===== config.mk =====
export PLATFORM = sky130hd
export DESIGN_NAME = spi_byte_master
export DESIGN_NICKNAME = d
export VERILOG_FILES = /design/src/rtl/spi_byte_master.sv
export SDC_FILE = /design/constraint.sdc
export NUM_CORES = 1
export LEC_CHECK = 0
export CORE_MARGIN = 4
export CORE_UTILIZATION = 53
export DETAILED_ROUTE_END_ITERATION = 16
export PLACE_DENSITY = 0.78
export SLEW_MARGIN = 10
export SYNTH_ARGS = -nofsm -noshare
export SYNTH_HDL_FRONTEND = slang
export SYNTH_SLANG_ARGS = --single-unit

===== constraint.sdc =====
create_clock -name clk -period 2.7 [get_ports clk]
set_input_delay 0.27 -clock clk [delete_from_list [all_inputs] [get_ports clk]]
set_output_delay 0.27 -clock clk [all_outputs]
set_load 0.01 [all_outputs]

===== src/rtl/spi_byte_master.sv =====
// SPI mode-0 byte engine: drives SCK (idle low), shifts tx_data out MSB-first on MOSI
// and captures MISO on each SCK rising edge. Chip select is handled by the controller above.
module spi_byte_master #(
    parameter int CLK_DIV = 4,
    parameter int DATA_W  = 8
) (
    input  logic              clk,
    input  logic              rst_n,
    input  logic              start,
    input  logic [DATA_W-1:0] tx_data,
    output logic              busy,
    output logic              done,
    output logic [DATA_W-1:0] rx_data,
    output logic              sck,
    output logic              mosi,
    input  logic              miso,
    output logic [1:0]        dbg_state
);

    localparam int BW = (DATA_W > 1) ? $clog2(DATA_W) : 1;
    localparam logic [7:0]    DIV_LAST = 8'(CLK_DIV - 1);
    localparam logic [BW-1:0] BIT_LAST = BW'(DATA_W - 1);

    typedef enum logic [1:0] {
        IDLE = 2'd0,
        LOW  = 2'd1,
        HIGH = 2'd2
    } state_t;

    // Handshake: start is accepted only in IDLE; tx_data is captured on that edge.
    // done pulses for one cycle as busy drops; rx_data is held until the next done.
    state_t            state_q, state_d;
    logic [7:0]        div_q, div_d;
    logic [BW-1:0]     bit_q, bit_d;
    logic [DATA_W-1:0] tx_shift_q, tx_shift_d;
    logic [DATA_W-1:0] rx_shift_q, rx_shift_d;
    logic [DATA_W-1:0] rx_data_q, rx_data_d;
    logic              sck_q, sck_d;
    logic              mosi_q, mosi_d;
    logic              busy_q, busy_d;
    logic              done_q, done_d;

    always_comb begin
        state_d    = state_q;
        div_d      = div_q;
        bit_d      = bit_q;
        tx_shift_d = tx_shift_q;
        rx_shift_d = rx_shift_q;
        rx_data_d  = rx_data_q;
        sck_d      = sck_q;
        mosi_d     = mosi_q;
        busy_d     = busy_q;
        done_d     = 1'b0;

        case (state_q)
            IDLE: begin
                if (start) begin
                    state_d    = LOW;
                    tx_shift_d = tx_data;
                    mosi_d     = tx_data[DATA_W-1];
                    busy_d     = 1'b1;
                    bit_d      = '0;
                    div_d      = '0;
                end
            end
            LOW: begin
                if (div_q == DIV_LAST) begin
                    // MISO is sampled on the same clk edge that raises SCK.
                    state_d    = HIGH;
                    sck_d      = 1'b1;
                    rx_shift_d = {rx_shift_q[DATA_W-2:0], miso};
                    div_d      = '0;
                end else begin
                    div_d = div_q + 8'd1;
                end
            end
            HIGH: begin
                if (div_q == DIV_LAST) begin
                    sck_d = 1'b0;
                    div_d = '0;
                    if (bit_q == BIT_LAST) begin
                        state_d   = IDLE;
                        mosi_d    = 1'b0;
                        busy_d    = 1'b0;
                        done_d    = 1'b1;
                        rx_data_d = rx_shift_q;
                    end else begin
                        // MOSI only moves on the SCK falling edge.
                        state_d    = LOW;
                        bit_d      = bit_q + 1'b1;
                        tx_shift_d = tx_shift_q << 1;
                        mosi_d     = tx_shift_d[DATA_W-1];
                    end
                end else begin
                    div_d = div_q + 8'd1;
                end
            end
            default: begin
                state_d = IDLE;
            end
        endcase
    end

    always_ff @(posedge clk) begin
        if (!rst_n) begin
            state_q    <= IDLE;
            div_q      <= '0;
            bit_q      <= '0;
            tx_shift_q <= '0;
            rx_shift_q <= '0;
            rx_data_q  <= '0;
            sck_q      <= 1'b0;
            mosi_q     <= 1'b0;
            busy_q     <= 1'b0;
            done_q     <= 1'b0;
        end else begin
            state_q    <= state_d;
            div_q      <= div_d;
            bit_q      <= bit_d;
            tx_shift_q <= tx_shift_d;
            rx_shift_q <= rx_shift_d;
            rx_data_q  <= rx_data_d;
            sck_q      <= sck_d;
            mosi_q     <= mosi_d;
            busy_q     <= busy_d;
            done_q     <= done_d;
        end
    end

    assign busy      = busy_q;
    assign done      = done_q;
    assign rx_data   = rx_data_q;
    assign sck       = sck_q;
    assign mosi      = mosi_q;
    assign dbg_state = state_q;

endmodule


==> flow_summary_export.csv, run 1 <==
group,metric,value,unit
run_status,outcome,"complete, no violations",
critical_path,rr_worst_depth,5,
final_layout,diodes,0,
critical_path,critPathMaxStageDelay,500,ps
power_and_ir_drop,pwr-share-comb,0.300,
yosys,synth_area_per_cell,8.75,sq um
routing,post_drt_wl_per_cell,14.4,um
clock_tree,numCtsBuffers,5,
final_layout,fin_nets,252,
yosys,synth_top_cell_area_share,0.442,
routing,dr.pass1.iters,4,
critical_path,arrival,2410,ps
yosys,ys_seq_area_frac,0.442,
min_path,min-delay-start,"miso",
placed_design,place_hpwl,2870,um
yosys,ys_ff_latch,40,
floorplanning,core_area,3150,sq um
clock_tree,htreeDepth,2,
sta,finalMaxSlewViolations,0,
critical_path,r2r_end,"bit_q[2]$_SDFFE_PN0P_",
final_layout,multi_input_area,938,sq um
final_layout,final-seq-area,801,sq um
routing,wirelength,3990,um
sta,clock_skew,17.3,ps
sta,fin_ws,551,ps
power_and_ir_drop,switching_share,0.348,
sta,finalCriticalPeriod,2150,ps
clock_tree,cts-resized-gates,0,
yosys,synth_area,1810,sq um
clock_tree,hold_buffers,0,
clock_tree,cts_num_sinks,40,
min_path,hold_path.class,"input port to flip-flop",
critical_path,critPathMaxFanout,8,
final_layout,fillers,292,
power_and_ir_drop,p_int,1.03,mW
job,max_cap_viol_count,0,
floorplanning,floorplan.initialDensity,0.575,
yosys,synth_top_area_cell,"dfxtp_1",
grt,grt_max_degree,19,
sta,relSlewSlack,0.574,
routing,drt-initial-drc-count,76,
clock_tree,cts_root_buf,"clkbuf_4",
grt,grt_pass1_wl,6920,um
yosys,syn_nets,227,
critical_path,slowest_stage,"or4b_4",
routing,drc_errors,0,
routing,postRouteAntennaNets,0,
clock_tree,tritoncts,"yes",
critical_path,cp-start-kind,"flip-flop",
final_layout,post-route-util,0.689,
sta,clock.fmax,0.465,GHz
clock_tree,clock_path_buffers,2,
placed_design,place_ws,583,ps
critical_path,crit_path_end_kind,"flip-flop",
clock_tree,insertion_delay,360,ps
power_and_ir_drop,switching_power,0.549,mW
grt,grt_usage,0.206,
critical_path,required,2960,ps
placed_design,port-buffer-count,25,
critical_path,timing.rr.start,"div_q[0]$_SDFFE_PN0P_",
sta,setup_viol,0,
sta,tightest_slew,638,ps
critical_path,startpoint,"div_q[0]$_SDFFE_PN0P_",
power_and_ir_drop,p_per_area,726,nW/um^2
routing,via_per_inst,5.69,
grt,overflow,0,
critical_path,ff2ff_setup_slack,550,ps
floorplanning,ioPinCount,26,
power_and_ir_drop,p_clk_frac,0.262,
grt,grt_pass1_vias,1524,
power_and_ir_drop,ir_drop,0.550,mV
floorplanning,die_height,66.5,um
grt,antenna_found_initial,0,
clock_tree,post_cts_buffers,0,
floorplanning,rows,20,
yosys,synth_cells,207,
critical_path,crit_path_end,"bit_q[2]$_SDFFE_PN0P_",
yosys,yosys-top-cells-area,"dfxtp_1 (44%), mux2i_1 (6.1%), nand2_1 (5.6%)",
power_and_ir_drop,leakage,0.742,nW
clock_tree,clkSlewWorstSetupHoldPaths,140,ps
critical_path,worstSetupPathType,"flip-flop to flip-flop",
sta,rsz0062_at_grt,"false",
power_and_ir_drop,seqPwrFrac,0.439,
sta,timing.final.crit_share,0.796,
sta,hold_viol,0,
floorplanning,dieWidth,66.5,um
routing,vias,1575,
yosys,synth_cell_types,38,
floorplanning,dieArea,4420,sq um
critical_path,crit_chain,"ha_1 > or4b_4 > o31a_1 > or2_1 > a32o_1",
final_layout,syn2layout_area_growth,20.0,%
final_layout,drive_gt1_frac,0.0730,
yosys,yosys_warnings,0,
placed_design,globalplace.congestion,0.889,
sta,finalSetupTns,0,ps
==> worst min-delay path by stage <==
stage / endpoint / slack (ps) / depth (start not counted)
final: rx_shift_q[0]$_SDFFE_PN0P_ / 450 / 3
after global routing: rx_shift_q[0]$_SDFFE_PN0P_ / 450 / 3
after CTS: rx_shift_q[0]$_SDFFE_PN0P_ / 440 / 3
after detailed placement: rx_shift_q[7]$_SDFFE_PN0P_ / 450 / 2
after global placement: rx_shift_q[7]$_SDFFE_PN0P_ / 450 / 2
after floorplan: rx_shift_q[0]$_SDFFE_PN0P_ / 420 / 2
==> power by group through the flow <==
stage	clock [mW]	combinational [mW]	sequential, mW
2_1_floorplan	0	0.325	0.701
3_3_place_gp	0	0.449	0.698
3_5_place_dp	0	0.467	0.704
4_1_cts	0.421	0.470	0.691
5_1_grt	0.451	0.534	0.699
6_report	0.413	0.473	0.692
==> through the flow <==
step           instance area, sq um  instances  hold slack [ps]  total power, mW
5_1_grt                        2170        277              453             1.68
4_1_cts                        2170        277              440             1.58
3_3_place_gp                   2090        269              448             1.15
2_1_floorplan                  1810        207              417             1.03
6_report                       2170        277              453             1.58
3_5_place_dp                   2090        269              454             1.17
==> cell usage after synthesis <==
cell and instances:
nor4b_1 3, or2_1 1, nor4_1 2, o31a_1 1, a32o_1 2, nor3b_1 2, clkbuf_2 1, buf_6 1
nand3b_1 1, a21o_1 1, o21ai_0 4, a22oi_1 7, nor3_1 4, a221oi_1 1, o21bai_1 1, nand3_1 17
nand4_1 2, a31oi_1 6, or2_2 1, and2b_2 1, mux2i_1 11, nor2_2 1, or4b_4 1, buf_2 3
and3_2 1, or3_2 1, dfxtp_1 40, inv_1 5, nor2_1 20, clkbuf_1 5, nand2_1 27, clkinv_1 1
o22ai_1 2, a21oi_1 13, o221ai_1 1, nand2b_1 1, ha_1 8, xnor2_1 7
==> routing by layer <==
| metal | global-route usage | wire length (um) | vias up |
|---|---|---|---|
| li1 | - | - | 779 |
| met1 | 0.253 | 1840 | 745 |
| met2 | 0.332 | 1860 | 43 |
| met3 | 0.0607 | 201 | 8 |
| met4 | 0.0888 | 80 | 0 |
| met5 | 0 | 0 | - |
==> critical path: cells and delay by family, from the launching register on <==
family	cells	cell delay, ps
AOI/OAI and AO/OA	2	650
adders and majority gates	1	240
DFF	1	400
and+or+nand+nor	2	770
==> area by class of cell <==
type	instances	area share
clock buffers	5	0.0173
multi-input cells	151	0.432
well taps	44	0.0253
inverters	6	0.0104
flip-flops and latches	40	0.368
repair buffers	28	0.126
clock inverters	3	0.0213
==> cells in the final DEF (no fill, tap or decap), drive strengths merged <==
cell type,Yosys,layout
nand3,17,17
xnor2,7,7
mux2i,11,11
a31oi,6,6
a22oi,7,7
o221ai,1,1
nor4b,3,3
clkdlybuf4s50,0,25
o21bai,1,1
nor2,21,21
dfxtp,40,40
clkinv,1,1
or2,2,2
bufinv,0,1
clkbuf,6,5
nand4,2,2
a32o,2,2
a221oi,1,1
inv,5,6
nand3b,1,1
or4b,1,1
o31a,1,1
a21o,1,1
nor3,4,4
buf,4,3
or3,1,1
o22ai,2,2
a21oi,13,13
nor4,2,2
nand2b,1,1
nand2,27,27
clkinvlp,0,1
ha,8,8
and2b,1,1
and3,1,1
o21ai,4,4
nor3b,2,2
==> flip-flops by register name (all words and copies together) (netlist names) <==
| signal | count |
|---|---|
| mosi | 1 |
| tx_shift_q | 7 |
| sck | 1 |
| done | 1 |
| bit_q | 3 |
| rx_data | 8 |
| dbg_state | 2 |
| busy | 1 |
| div_q | 8 |
| rx_shift_q | 8 |
==> logic make-up after synthesis <==
group                    share of synthesized area
AO/OA/AOI/OAI                                0.137
adder cells (fa/ha/maj)                     0.0553
multiplexers                                0.0608
XOR/XNOR                                    0.0338
flip-flops                                   0.442
AND/OR/NAND/NOR                              0.231
buffers and inverters                       0.0400
No activity file was read; power rests on OpenSTA's default activity.
==> inputs of run 2 (changes only) <==
==> constraint.sdc (replaced) <==
create_clock -name clk -period 2 [get_ports clk]
set_input_delay 0.2 -clock clk [delete_from_list [all_inputs] [get_ports clk]]
set_output_delay 0.2 -clock clk [all_outputs]
set_load 0.01 [all_outputs]
==> run 2 against run 1 <==
  * Critical path depth did not move
  * Worst setup slack got worse by 470 ps
  * Final cell count rose by 4.0%
  * Routed wire length rose by 0.90%
  * Power rose by 42%
  * Global-route usage fell by 0.33 points
  * Largest power group unchanged
==> flow_summary_export.csv, run 2 (synthesized netlist as in run 1, its figures left out) <==
group,metric,value,unit
run_status,outcome,"complete, no violations",
sta,clock.fmax,0.520,GHz
routing,drc_errors,0,
critical_path,required,2240,ps
critical_path,crit_path_end_kind,"flip-flop",
clock_tree,htreeDepth,2,
clock_tree,insertion_delay,340,ps
critical_path,ff2ff_setup_slack,80,ps
sta,timing.final.crit_share,0.962,
power_and_ir_drop,switching_power,0.739,mW
floorplanning,ioPinCount,26,
power_and_ir_drop,p_per_area,991,nW/um^2
min_path,min-delay-start,"miso",
job,max_cap_viol_count,0,
sta,hold_viol,0,
grt,grt_usage,0.203,
final_layout,drive_gt1_frac,0.123,
grt,grt_pass1_vias,1576,
placed_design,port-buffer-count,25,
routing,dr.pass1.iters,4,
power_and_ir_drop,power,2.24,mW
placed_design,placed_area,2170,sq um
placed_design,dp_cells,280,
final_layout,fin_area,2260,sq um
routing,via_per_inst,5.64,
sta,setup_viol,0,
power_and_ir_drop,leakage,0.805,nW
clock_tree,cts_root_buf,"clkbuf_4",
critical_path,r2r_end,"bit_q[1]$_SDFFE_PN0P_",
grt,grt_max_degree,15,
floorplanning,floorplan.initialDensity,0.575,
clock_tree,clkSlewWorstSetupHoldPaths,120,ps
sta,finalSetupTns,0,ps
final_layout,fin_nets,263,
routing,top_layer,"met4",
routing,routed-wl-met3,208,um
routing,dr_wl_met2,1980,um
floorplanning,dieWidth,66.5,um
routing,m1WireLength,1780,um
sta,finalMaxSlewViolations,0,
routing,drt-initial-drc-count,107,
sta,clock_skew,4.59,ps
sta,rsz0062_at_grt,"false",
floorplanning,die_height,66.5,um
grt,overflow,0,
critical_path,rr_worst_depth,5,
sta,relSlewSlack,0.715,
final_layout,syn2layout_area_growth,25.0,%
clock_tree,clock_path_buffers,2,
power_and_ir_drop,switching_share,0.329,
critical_path,worstSetupPathType,"flip-flop to flip-flop",
placed_design,place_hpwl,2990,um
floorplanning,core_area,3150,sq um
grt,grt_pass1_wl,6860,um
critical_path,timing.rr.start,"div_q[0]$_SDFFE_PN0P_",
routing,wirelength,4020,um
sta,finalCriticalPeriod,1920,ps
routing,vias,1623,
critical_path,critPathMaxFanout,4,
min_path,min_to,"rx_shift_q[0]$_SDFFE_PN0P_",
sta,fin_ws,76.4,ps
sta,whs,412,ps
floorplanning,rows,20,
placed_design,place_ws,50.3,ps
floorplanning,dieArea,4420,sq um
clock_tree,numCtsBuffers,5,
final_layout,diodes,0,
grt,antenna_found_initial,0,
power_and_ir_drop,p_clk_frac,0.251,
placed_design,globalplace.congestion,0.811,
power_and_ir_drop,p_int,1.50,mW
power_and_ir_drop,pwr-share-comb,0.337,
final_layout,fin_cells,288,
sta,tightest_slew,421,ps
routing,post_drt_wl_per_cell,14.0,um
critical_path,cp-start-kind,"flip-flop",
final_layout,post-route-util,0.718,
clock_tree,cts_num_sinks,40,
power_and_ir_drop,ir_drop,0.839,mV
final_layout,final_common_cell,"dfxtp_1",
clock_tree,tritoncts,"yes",
final_layout,most-common-layout-cells,"dfxtp_1 (38), nand2_1 (27), clkdlybuf4s50_1 (25), nor2_1 (20), nand3_1 (17)",
min_path,hold_path_depth,3,
routing,postRouteAntennaNets,0,
power_and_ir_drop,seqPwrFrac,0.411,
critical_path,arrival,2170,ps
min_path,hold_path.class,"input port to flip-flop",
-- run 2: metal layers --
metal / GRT usage / vias to the layer above
met3: 0.0523 / 7
met1: 0.245 / 766
met4: 0.0838 / 0
met2: 0.338 / 46
met5: 0 / -
li1: - / 804
-- run 2: power groups by stage --
| stage | Combinational, mW | Clock (mW) | Sequential (mW) |
|---|---|---|---|
| global route | 0.838 | 0.615 | 0.934 |
| global placement | 0.716 | 0 | 0.932 |
| detailed placement | 0.749 | 0 | 0.937 |
| CTS | 0.754 | 0.579 | 0.919 |
| floorplan | 0.439 | 0 | 0.946 |
| finish | 0.757 | 0.564 | 0.923 |
-- run 2: final cells by class --
type                    instances  area [sq um]
repair buffers                 39           355
well taps                      44          55.1
multi-input cells             151           938
flip-flops and latches         40           803
clock inverters                 2          38.8
inverters                       6          22.5
fillers                       270           888
clock buffers                   6          51.3
-- run 2: repair_timing --
action / CTS / global route
buffers inserted: 0 / 0
hold buffers: 0 / 0
endpoints found under the setup margin: 0 / 2
resized for setup: 0 / 2
endpoints found under the hold margin: 0 / 0
-- run 2: critical path: stages, from the launching register on --
cell and delay [ps]:
dfxtp_2 370, ha_1 160, or4b_4 490, o31a_1 310
or2_1 240, a32o_1 260
-- run 2: worst max path at each step --
stage | startpoint | end | slack, ps
floorplan | div_q[0]$_SDFFE_PN0P_ | bit_q[2]$_SDFFE_PN0P_ | 20
global placement | div_q[0]$_SDFFE_PN0P_ | bit_q[1]$_SDFFE_PN0P_ | 110
detailed placement | div_q[0]$_SDFFE_PN0P_ | bit_q[1]$_SDFFE_PN0P_ | 50
CTS | div_q[0]$_SDFFE_PN0P_ | bit_q[1]$_SDFFE_PN0P_ | 30
global route | dbg_state[1]$_SDFFE_PN0P_ | tx_shift_q[2]$_SDFFE_PN0P_ | 10
finish | div_q[0]$_SDFFE_PN0P_ | bit_q[1]$_SDFFE_PN0P_ | 80
